[config.mk]
export PLATFORM = sky130hd
export DESIGN_NAME = bram_arbiter_flat
export DESIGN_NICKNAME = d
export VERILOG_FILES = /design/src/rtl/bram_arbiter_if.sv /design/src/rtl/bram_arbiter.sv /design/src/flat_wrapper.sv
export SDC_FILE = /design/constraint.sdc
export NUM_CORES = 1
export LEC_CHECK = 0
export ABC_AREA = 0
export CAP_MARGIN = 20
export CORE_MARGIN = 10
export CORE_UTILIZATION = 37
export DETAILED_ROUTE_END_ITERATION = 10
export PLACE_DENSITY_LB_ADDON = 0.2
export SKIP_LAST_GASP = 1
export SYNTH_ARGS = -nofsm -noshare
export SYNTH_HDL_FRONTEND = slang
export SYNTH_SLANG_ARGS = --single-unit
[constraint.sdc]
create_clock -name clk -period 1.85 [get_ports clk]
set_clock_uncertainty 0.2 [all_clocks]
set_input_delay 0.37 -clock clk [delete_from_list [all_inputs] [get_ports clk]]
set_output_delay 0.37 -clock clk [all_outputs]
set_load 0.05 [all_outputs]
[src/rtl/bram_arbiter_if.sv]
// Request/response bundle between two client ports and the BRAM arbiter.
interface bram_arbiter_if #(
  parameter int unsigned DATA_WIDTH = 8,
  parameter int unsigned ADDR_WIDTH = 8
);
  logic                  a_req_valid;
  logic                  a_req_ready;
  logic                  a_req_we;
  logic [ADDR_WIDTH-1:0] a_req_addr;
  logic [DATA_WIDTH-1:0] a_req_wdata;
  logic                  a_rsp_valid;

  logic                  b_req_valid;
  logic                  b_req_ready;
  logic                  b_req_we;
  logic [ADDR_WIDTH-1:0] b_req_addr;
  logic [DATA_WIDTH-1:0] b_req_wdata;
  logic                  b_rsp_valid;

  logic [DATA_WIDTH-1:0] rsp_rdata;

  // Client side: drives requests, sees ready and responses.
  modport master (
    output a_req_valid, a_req_we, a_req_addr, a_req_wdata,
    output b_req_valid, b_req_we, b_req_addr, b_req_wdata,
    input  a_req_ready, b_req_ready, a_rsp_valid, b_rsp_valid, rsp_rdata
  );

  // Arbiter side.
  modport slave (
    input  a_req_valid, a_req_we, a_req_addr, a_req_wdata,
    input  b_req_valid, b_req_we, b_req_addr, b_req_wdata,
    output a_req_ready, b_req_ready, a_rsp_valid, b_rsp_valid, rsp_rdata
  );
endinterface

[src/rtl/bram_arbiter.sv]
// Two-port round-robin arbiter in front of a single-port, read-first BRAM
// with 1-cycle read latency. One request per cycle, response two cycles later.
module bram_arbiter #(
  parameter int unsigned DATA_WIDTH = 8,
  parameter int unsigned ADDR_WIDTH = 8,
  parameter int unsigned CNT_WIDTH  = 16
) (
  input  logic                  clk,
  input  logic                  rst_n,
  bram_arbiter_if.slave         bus,
  output logic                  ram_we,
  output logic [ADDR_WIDTH-1:0] ram_addr,
  output logic [DATA_WIDTH-1:0] ram_din,
  input  logic [DATA_WIDTH-1:0] ram_dout,
  input  logic                  cnt_clr,
  output logic [CNT_WIDTH-1:0]  a_grant_cnt,
  output logic [CNT_WIDTH-1:0]  b_grant_cnt
);

  localparam logic [CNT_WIDTH-1:0] CNT_MAX = '1;

  logic ptr_b;    // 1: port B has priority when both request
  logic hs_a;
  logic hs_b;
  logic iss_vld;  // issue tag, aligned with ram_we/ram_addr
  logic iss_b;
  logic stg_vld;  // read tag, aligned with ram_dout
  logic stg_b;

  // Grant selection; ready implies valid, so ready is also the handshake.
  always_comb begin
    hs_a = 1'b0;
    hs_b = 1'b0;
    if (rst_n) begin
      hs_a = bus.a_req_valid && (!bus.b_req_valid || !ptr_b);
      hs_b = bus.b_req_valid && (!bus.a_req_valid ||  ptr_b);
    end
    bus.a_req_ready = hs_a;
    bus.b_req_ready = hs_b;
  end

  // Issue stage, pointer and response pipeline.
  always_ff @(posedge clk) begin
    if (!rst_n) begin
      ptr_b           <= 1'b0;
      ram_we          <= 1'b0;
      ram_addr        <= '0;
      ram_din         <= '0;
      iss_vld         <= 1'b0;
      iss_b           <= 1'b0;
      stg_vld         <= 1'b0;
      stg_b           <= 1'b0;
      bus.a_rsp_valid <= 1'b0;
      bus.b_rsp_valid <= 1'b0;
      bus.rsp_rdata   <= '0;
    end else begin
      ram_we <= 1'b0;
      if (hs_b) begin
        ram_we   <= bus.b_req_we;
        ram_addr <= bus.b_req_addr;
        ram_din  <= bus.b_req_wdata;
        ptr_b    <= 1'b0;
      end else if (hs_a) begin
        ram_we   <= bus.a_req_we;
        ram_addr <= bus.a_req_addr;
        ram_din  <= bus.a_req_wdata;
        ptr_b    <= 1'b1;
      end
      iss_vld         <= hs_a || hs_b;
      iss_b           <= hs_b;
      stg_vld         <= iss_vld;
      stg_b           <= iss_b;
      bus.a_rsp_valid <= stg_vld && !stg_b;
      bus.b_rsp_valid <= stg_vld &&  stg_b;
      if (stg_vld) begin
        bus.rsp_rdata <= ram_dout;
      end
    end
  end

  // Saturating per-port grant counters; clear beats a coincident grant.
  always_ff @(posedge clk) begin
    if (!rst_n || cnt_clr) begin
      a_grant_cnt <= '0;
      b_grant_cnt <= '0;
    end else begin
      if (hs_a && (a_grant_cnt != CNT_MAX)) begin
        a_grant_cnt <= a_grant_cnt + CNT_WIDTH'(1);
      end
      if (hs_b && (b_grant_cnt != CNT_MAX)) begin
        b_grant_cnt <= b_grant_cnt + CNT_WIDTH'(1);
      end
    end
  end

endmodule

[src/flat_wrapper.sv]
// flat-port wrapper written by rule: the top's interface ports become plain ports
module bram_arbiter_flat 
#(
  parameter int unsigned DATA_WIDTH = 8,
  parameter int unsigned ADDR_WIDTH = 8,
  parameter int unsigned CNT_WIDTH  = 16
)
  (clk, rst_n, ram_we, ram_addr, ram_din, ram_dout, cnt_clr, a_grant_cnt, b_grant_cnt, bus_a_req_valid, bus_a_req_we, bus_a_req_addr, bus_a_req_wdata, bus_b_req_valid, bus_b_req_we, bus_b_req_addr, bus_b_req_wdata, bus_a_req_ready, bus_b_req_ready, bus_a_rsp_valid, bus_b_rsp_valid, bus_rsp_rdata);
  bram_arbiter_if #(.DATA_WIDTH(DATA_WIDTH), .ADDR_WIDTH(ADDR_WIDTH)) bus_i ();
  input  logic clk;
  input  logic rst_n;
  output logic ram_we;
  output logic [ADDR_WIDTH-1:0] ram_addr;
  output logic [DATA_WIDTH-1:0] ram_din;
  input  logic [DATA_WIDTH-1:0] ram_dout;
  input  logic cnt_clr;
  output logic [CNT_WIDTH-1:0] a_grant_cnt;
  output logic [CNT_WIDTH-1:0] b_grant_cnt;
  input wire logic [$bits(bus_i.a_req_valid)-1:0] bus_a_req_valid;
  input wire logic [$bits(bus_i.a_req_we)-1:0] bus_a_req_we;
  input wire logic [$bits(bus_i.a_req_addr)-1:0] bus_a_req_addr;
  input wire logic [$bits(bus_i.a_req_wdata)-1:0] bus_a_req_wdata;
  input wire logic [$bits(bus_i.b_req_valid)-1:0] bus_b_req_valid;
  input wire logic [$bits(bus_i.b_req_we)-1:0] bus_b_req_we;
  input wire logic [$bits(bus_i.b_req_addr)-1:0] bus_b_req_addr;
  input wire logic [$bits(bus_i.b_req_wdata)-1:0] bus_b_req_wdata;
  output wire logic [$bits(bus_i.a_req_ready)-1:0] bus_a_req_ready;
  output wire logic [$bits(bus_i.b_req_ready)-1:0] bus_b_req_ready;
  output wire logic [$bits(bus_i.a_rsp_valid)-1:0] bus_a_rsp_valid;
  output wire logic [$bits(bus_i.b_rsp_valid)-1:0] bus_b_rsp_valid;
  output wire logic [$bits(bus_i.rsp_rdata)-1:0] bus_rsp_rdata;
  assign bus_i.a_req_valid = bus_a_req_valid;
  assign bus_i.a_req_we = bus_a_req_we;
  assign bus_i.a_req_addr = bus_a_req_addr;
  assign bus_i.a_req_wdata = bus_a_req_wdata;
  assign bus_i.b_req_valid = bus_b_req_valid;
  assign bus_i.b_req_we = bus_b_req_we;
  assign bus_i.b_req_addr = bus_b_req_addr;
  assign bus_i.b_req_wdata = bus_b_req_wdata;
  assign bus_a_req_ready = bus_i.a_req_ready;
  assign bus_b_req_ready = bus_i.b_req_ready;
  assign bus_a_rsp_valid = bus_i.a_rsp_valid;
  assign bus_b_rsp_valid = bus_i.b_rsp_valid;
  assign bus_rsp_rdata = bus_i.rsp_rdata;
  bram_arbiter #(.DATA_WIDTH(DATA_WIDTH), .ADDR_WIDTH(ADDR_WIDTH), .CNT_WIDTH(CNT_WIDTH)) u_core (.clk(clk), .rst_n(rst_n), .bus(bus_i), .ram_we(ram_we), .ram_addr(ram_addr), .ram_din(ram_din), .ram_dout(ram_dout), .cnt_clr(cnt_clr), .a_grant_cnt(a_grant_cnt), .b_grant_cnt(b_grant_cnt));
endmodule
======== After elaboration in Yosys (flattened, before gate mapping) ========
Cells that the tools add are included.
cells by class
  mux-type cells .......................... 8
  add/sub/neg operators ................... 2
  equal/unequal tests ..................... 2
  bitwise operators ....................... 1
  reductions and logical operators ........ 17
operator list
  operator                                                         count
  16-bit by 1-bit adder with 16-bit output, second input constant  2
  8-bit two-way mux                                                4
  16-bit inequality test, second input constant                    2
  1-bit logical AND                                                6
  1-bit logical NOT                                                5
  1-bit logical OR                                                 4
  1-bit two-way mux                                                4
  2-bit nonzero test                                               1
  2-bit OR reduction                                               1
  1-bit NOT                                                        1
word-level totals
  bits of input ports ..................... 47
  flip-flop bits (word level) ............. 64
  logic and storage cells ................. 43
  output and inout bits ................... 61

======== Logic depth before layout (Yosys ltp) ========
  depth in word-level cells ............... 6
  depth in mapped cells ................... 6
  gate-level depth less buffers ........... 5

======== Worst setup path before layout ========
No wires, ideal clock.
  kind .................................... reg2reg
  start ................................... reg u_core.b_grant_cnt[0]
  end ..................................... reg u_core.b_grant_cnt[2]
  setup slack ............................. -554 ps
  data arrival time ....................... 2,113 ps
  path buffers ............................ 0
  library setup time ...................... 91 ps
  period minus slack after synthesis ...... 2,404 ps
  stages on the path, launching flop included .. 6
  cell sequence ........................... dfxtp_1 -> ha_1 -> nand3_1 -> nor4_2 -> a21oi_1 -> a311oi_1
on the way
  word-level cells in the longest chain between the ends .. 2
  elaborated cells between the ends (all ways) .. 3
  those cells by class .................... add/sub (1); eq/ne (1); reduce/logical (1)
RTL lines
  item                                                                                              line                RTL
  start: declaration                                                                                bram_arbiter.sv:17  output logic [CNT_WIDTH-1:0] b_grant_cnt
  start signal: assignment                                                                          bram_arbiter.sv:91  b_grant_cnt <= b_grant_cnt + CNT_WIDTH'(1);
  parallel branches: the longest is 2 deep, another holds 16-bit by 1-bit adder with 16-bit output  -
Several ways; the timed one is not identified.
A chain may end at the register's enable or synchronous reset.

======== Worst setup path in the final report ========
  start ................................... reg u_core.ptr_b
  end ..................................... out bus_b_req_ready
on the way
  word-level cells in the longest chain between the ends .. 3
RTL lines
  item                      line                RTL
  start: declaration        bram_arbiter.sv:22  logic ptr_b;
  start signal: assignment  bram_arbiter.sv:45  ptr_b <= 1'b0;
  start signal: assignment  bram_arbiter.sv:62  ptr_b <= 1'b0;
  start signal: assignment  bram_arbiter.sv:67  ptr_b <= 1'b1;
  1-bit logical OR          bram_arbiter.sv:36  hs_b = bus.b_req_valid && (!bus.a_req_valid || ptr_b);
  1-bit logical AND         bram_arbiter.sv:36
  1-bit two-way mux         bram_arbiter.sv:34  if (rst_n) begin
  end: declaration          flat_wrapper.sv:28  output wire logic [$bits(bus_i.b_req_ready)-1:0] bus_b_req_ready;
No other way between the ends.

==> metrics.yaml <==
floorplan:
  dieArea_mm2: 0.0119
  ios: 108
  row_count: 32
  die_h_um: 109
  core_area_mm2: 0.00773
  initial_core_util: 0.380
  fp.dieW_um: 109
setup_path:
  timing.rr.start: "u_core.ptr_b"
  cp_cell_sequence: "and2b_4 > or2_4 > clkinvlp_4 > buf_8"
  cp_slowest_cell: "dfxtp_2"
  rrSetupSlack_ns: -0.04
  crit_path_end_kind: "primary output"
  r2r_cells: 4
  path_max_fanout: 4
  critPathMaxStageDelay_ns: 0.36
  path_class: "register to primary output"
  startpoint_type: "register"
  crit_arrival_ns: 1.37
  reg2reg_to: "u_core.b_grant_cnt[9]"
  worstPathRequired_ns: 1.28
route:
  drt-total-wl_um: 9770
  drc: 0
  wl_per_cell_um: 15.9
  drtAntennaViolNets: 0
  drt_iter0_drc: 84
  via_count: 3183
  drtPass1Iterations: 4
  avgViaCountPerCell: 5.18
timing:
  fmax_mhz: 515
  setup_viol: 2
  slew_violations: 0
  final-hold-violation-count: 0
  worst_slack_ns: -0.0905
  min_period_ns: 1.94
  tightest_slew_ns: 0.491
  rsz0062_at_grt: "yes"
  timing.final.crit_share: 1.05
  slew_headroom: 0.672
power_and_ir_drop:
  powerDensity_mw_per_mm2: 608
  p_comb_frac: 0.174
  p_sw_w: 0.000915
  power_frac_clock: 0.375
  p_int_w: 0.00226
  p_total_w: 0.00317
  p_leak_nw: 2.03
  vdd_drop_max_mv: 0.386
  sequentialPowerShare: 0.450
  p_sw_frac: 0.288
global_routing:
  grt_max_degree: 35
  grt_pass1_wl_um: 15100
  track_usage: 0.156
  grt_pass1_vias: 3150
  overflow: 0
  antenna_found_initial: 0
placement:
  port_buffers: 107
  dp_hpwl_um: 7270
  gp_congestion: 0.853
  placed_cells_incl_taps: 586
  place_area_mm2: 0.00478
clocking:
  hold_buffers: 0
  path_clk_slew_ns: 0.07
  cts_tree: "yes"
  cts_max_level: 3
  root_buffer: "clkbuf_8"
  clockBufferDepth: 2
  worstSkewPairLatency_ns: 0.34
  cts_sinks: 64
  cts_made_buffers: 9
cells_and_area:
  drive_above_1_share: 0.424
  num-nets-final: 556
  num_antenna_cells: 0
  fin_area_mm2: 0.00522
  fill_cells: 625
  areaGrowthSynthToFinish_pct: 77.7
  finish.utilization: 0.675
  fin_cells: 614
hold_path:
  holdPathEnd: "u_core.bus.a_rsp_valid"
  hold_class: "register to register"
  hold_start: "u_core.stg_b"
  whs_path_depth: 1
synthesis:
  synth.distinct_cells: 45
  yosysSeqAreaShare: 0.436
  syn_nets: 389
  syn_area_mm2: 0.00294
  synth_edf_count: 0
  async_reset_ff_frac: 0
  yosys_warnings: 0
  synth_cells: 340
  ys.flop_type: "dfxtp_1"
  yosys_register_bits: 64
  syn_area_per_cell_um2: 8.63
run_status:
  status: "finished with violations"
  violations: "negative setup slack"
job:
  cap_violations: 0
[cell usage in the layout (no fill, tap or decap), types with 11 or more instances in the layout]
cell type	n
clkdlybuf4s50_1	43
dfxtp_4	18
mux2i_1	17
buf_12	23
nor2_1	31
dfxtp_2	14
buf_4	98
a21oi_1	11
dfxtp_1	32
nand2_1	52
a311oi_1	17
[how the worst max path moves through the flow]
stage	from	end	slack [ns]
2_1_floorplan	u_core.b_grant_cnt[0]	u_core.b_grant_cnt[6]	-0.1
3_3_place_gp	rst_n	u_core.b_grant_cnt[7]	-0.61
3_5_place_dp	rst_n	u_core.b_grant_cnt[7]	-0.70
4_1_cts	u_core.ptr_b	bus_b_req_ready	-0.12
5_1_grt	u_core.ptr_b	bus_b_req_ready	-0.14
6_report	u_core.ptr_b	bus_b_req_ready	-0.09
[stage by stage]
stage	setup TNS (ns)	hold slack, ns	setup slack (ns)
global placement	-25.11	0.194	-0.612
global route	-0.501	0.224	-0.140
detailed placement	-26.96	0.195	-0.697
finish	-0.126	0.201	-0.0905
floorplan	-0.432	0.183	-0.0961
CTS	-0.139	0.205	-0.120
[synth_stat cells, drive strengths merged, types with 6 or more instances]
cell    count  area, um^2
a21oi      16        80.1
a311oi     18         158
clkbuf     12        45.0
dfxtp      64        1280
inv        12        45.0
mux2i      17         170
nand2      54         203
nand2b      8        50.1
nand3      12        60.1
nand4       9        77.6
nor2       31         116
nor4        6        50.0
o21ai       7        35.0
o31ai       8        60.1
or4         9        67.6
[cells by family (layout without fill, tap and decap cells)]
kind of cell               count (synthesis)  after routing  share of synthesized area
and+or+nand+nor                          160            160                      0.286
AOI/OAI and AO/OA                         68             68                      0.172
DFF                                       64             64                      0.436
buffers and inverters                     29            201                     0.0392
muxes                                     17             17                     0.0580
adders and majority gates                  2              2                    0.00852
[worst max-delay path, delay by kind of cell, from the launching register on]
kind | cells | cell delay [ns]
buffers and inverters | 2 | 0.23
flip-flops | 1 | 0.36
AND/OR/NAND/NOR | 2 | 0.45
[routing by layer]
| layer | track usage | vias to the layer above | routed length [um] |
|---|---|---|---|
| met2 | 0.263 | 71 | 5030 |
| met3 | 0.0496 | 16 | 653 |
| met5 | 0 | - | 0 |
| li1 | - | 1591 | - |
| met1 | 0.181 | 1505 | 3950 |
| met4 | 0.0574 | 0 | 140 |
[power by group through the flow]
stage               Sequential (W)  Combinational (W)  Clock, W
floorplan                  0.00160           0.000140         0
global placement           0.00146           0.000532         0
detailed placement         0.00146           0.000537         0
CTS                        0.00143           0.000555   0.00122
global route               0.00143           0.000587   0.00129
finish                     0.00143           0.000552   0.00119
[state kept, by name, summed over array words and instances, names as in the netlist]
register / flops
u_core.iss_vld: 1
u_core.ram_we: 1
u_core.stg_b: 1
u_core.bus.a_rsp_valid: 1
u_core.a_grant_cnt: 16
u_core.bus.b_rsp_valid: 1
u_core.iss_b: 1
u_core.ram_addr: 8
u_core.stg_vld: 1
u_core.bus.rsp_rdata: 8
u_core.ptr_b: 1
u_core.ram_din: 8
u_core.b_grant_cnt: 16
[repair_timing]
action / in CTS / in global routing
setup buffers: 7 / 6
gates resized for setup: 16 / 30
pin swaps: 8 / 11
endpoints found under the setup margin: 47 / 38
endpoints found under the hold margin: 0 / 0
[layout make-up]
type                       count  area [um^2]  share of cell area
clock buffer                  11          163              0.0312
clock inverter                 5         37.5             0.00719
inverter                      12         48.8             0.00935
multi-input combinational    247         1750               0.336
sequential                    64         1370               0.262
tap                          102          128              0.0245
timing repair buffer         173         1720               0.330
(Power assumes the default switching activity.)
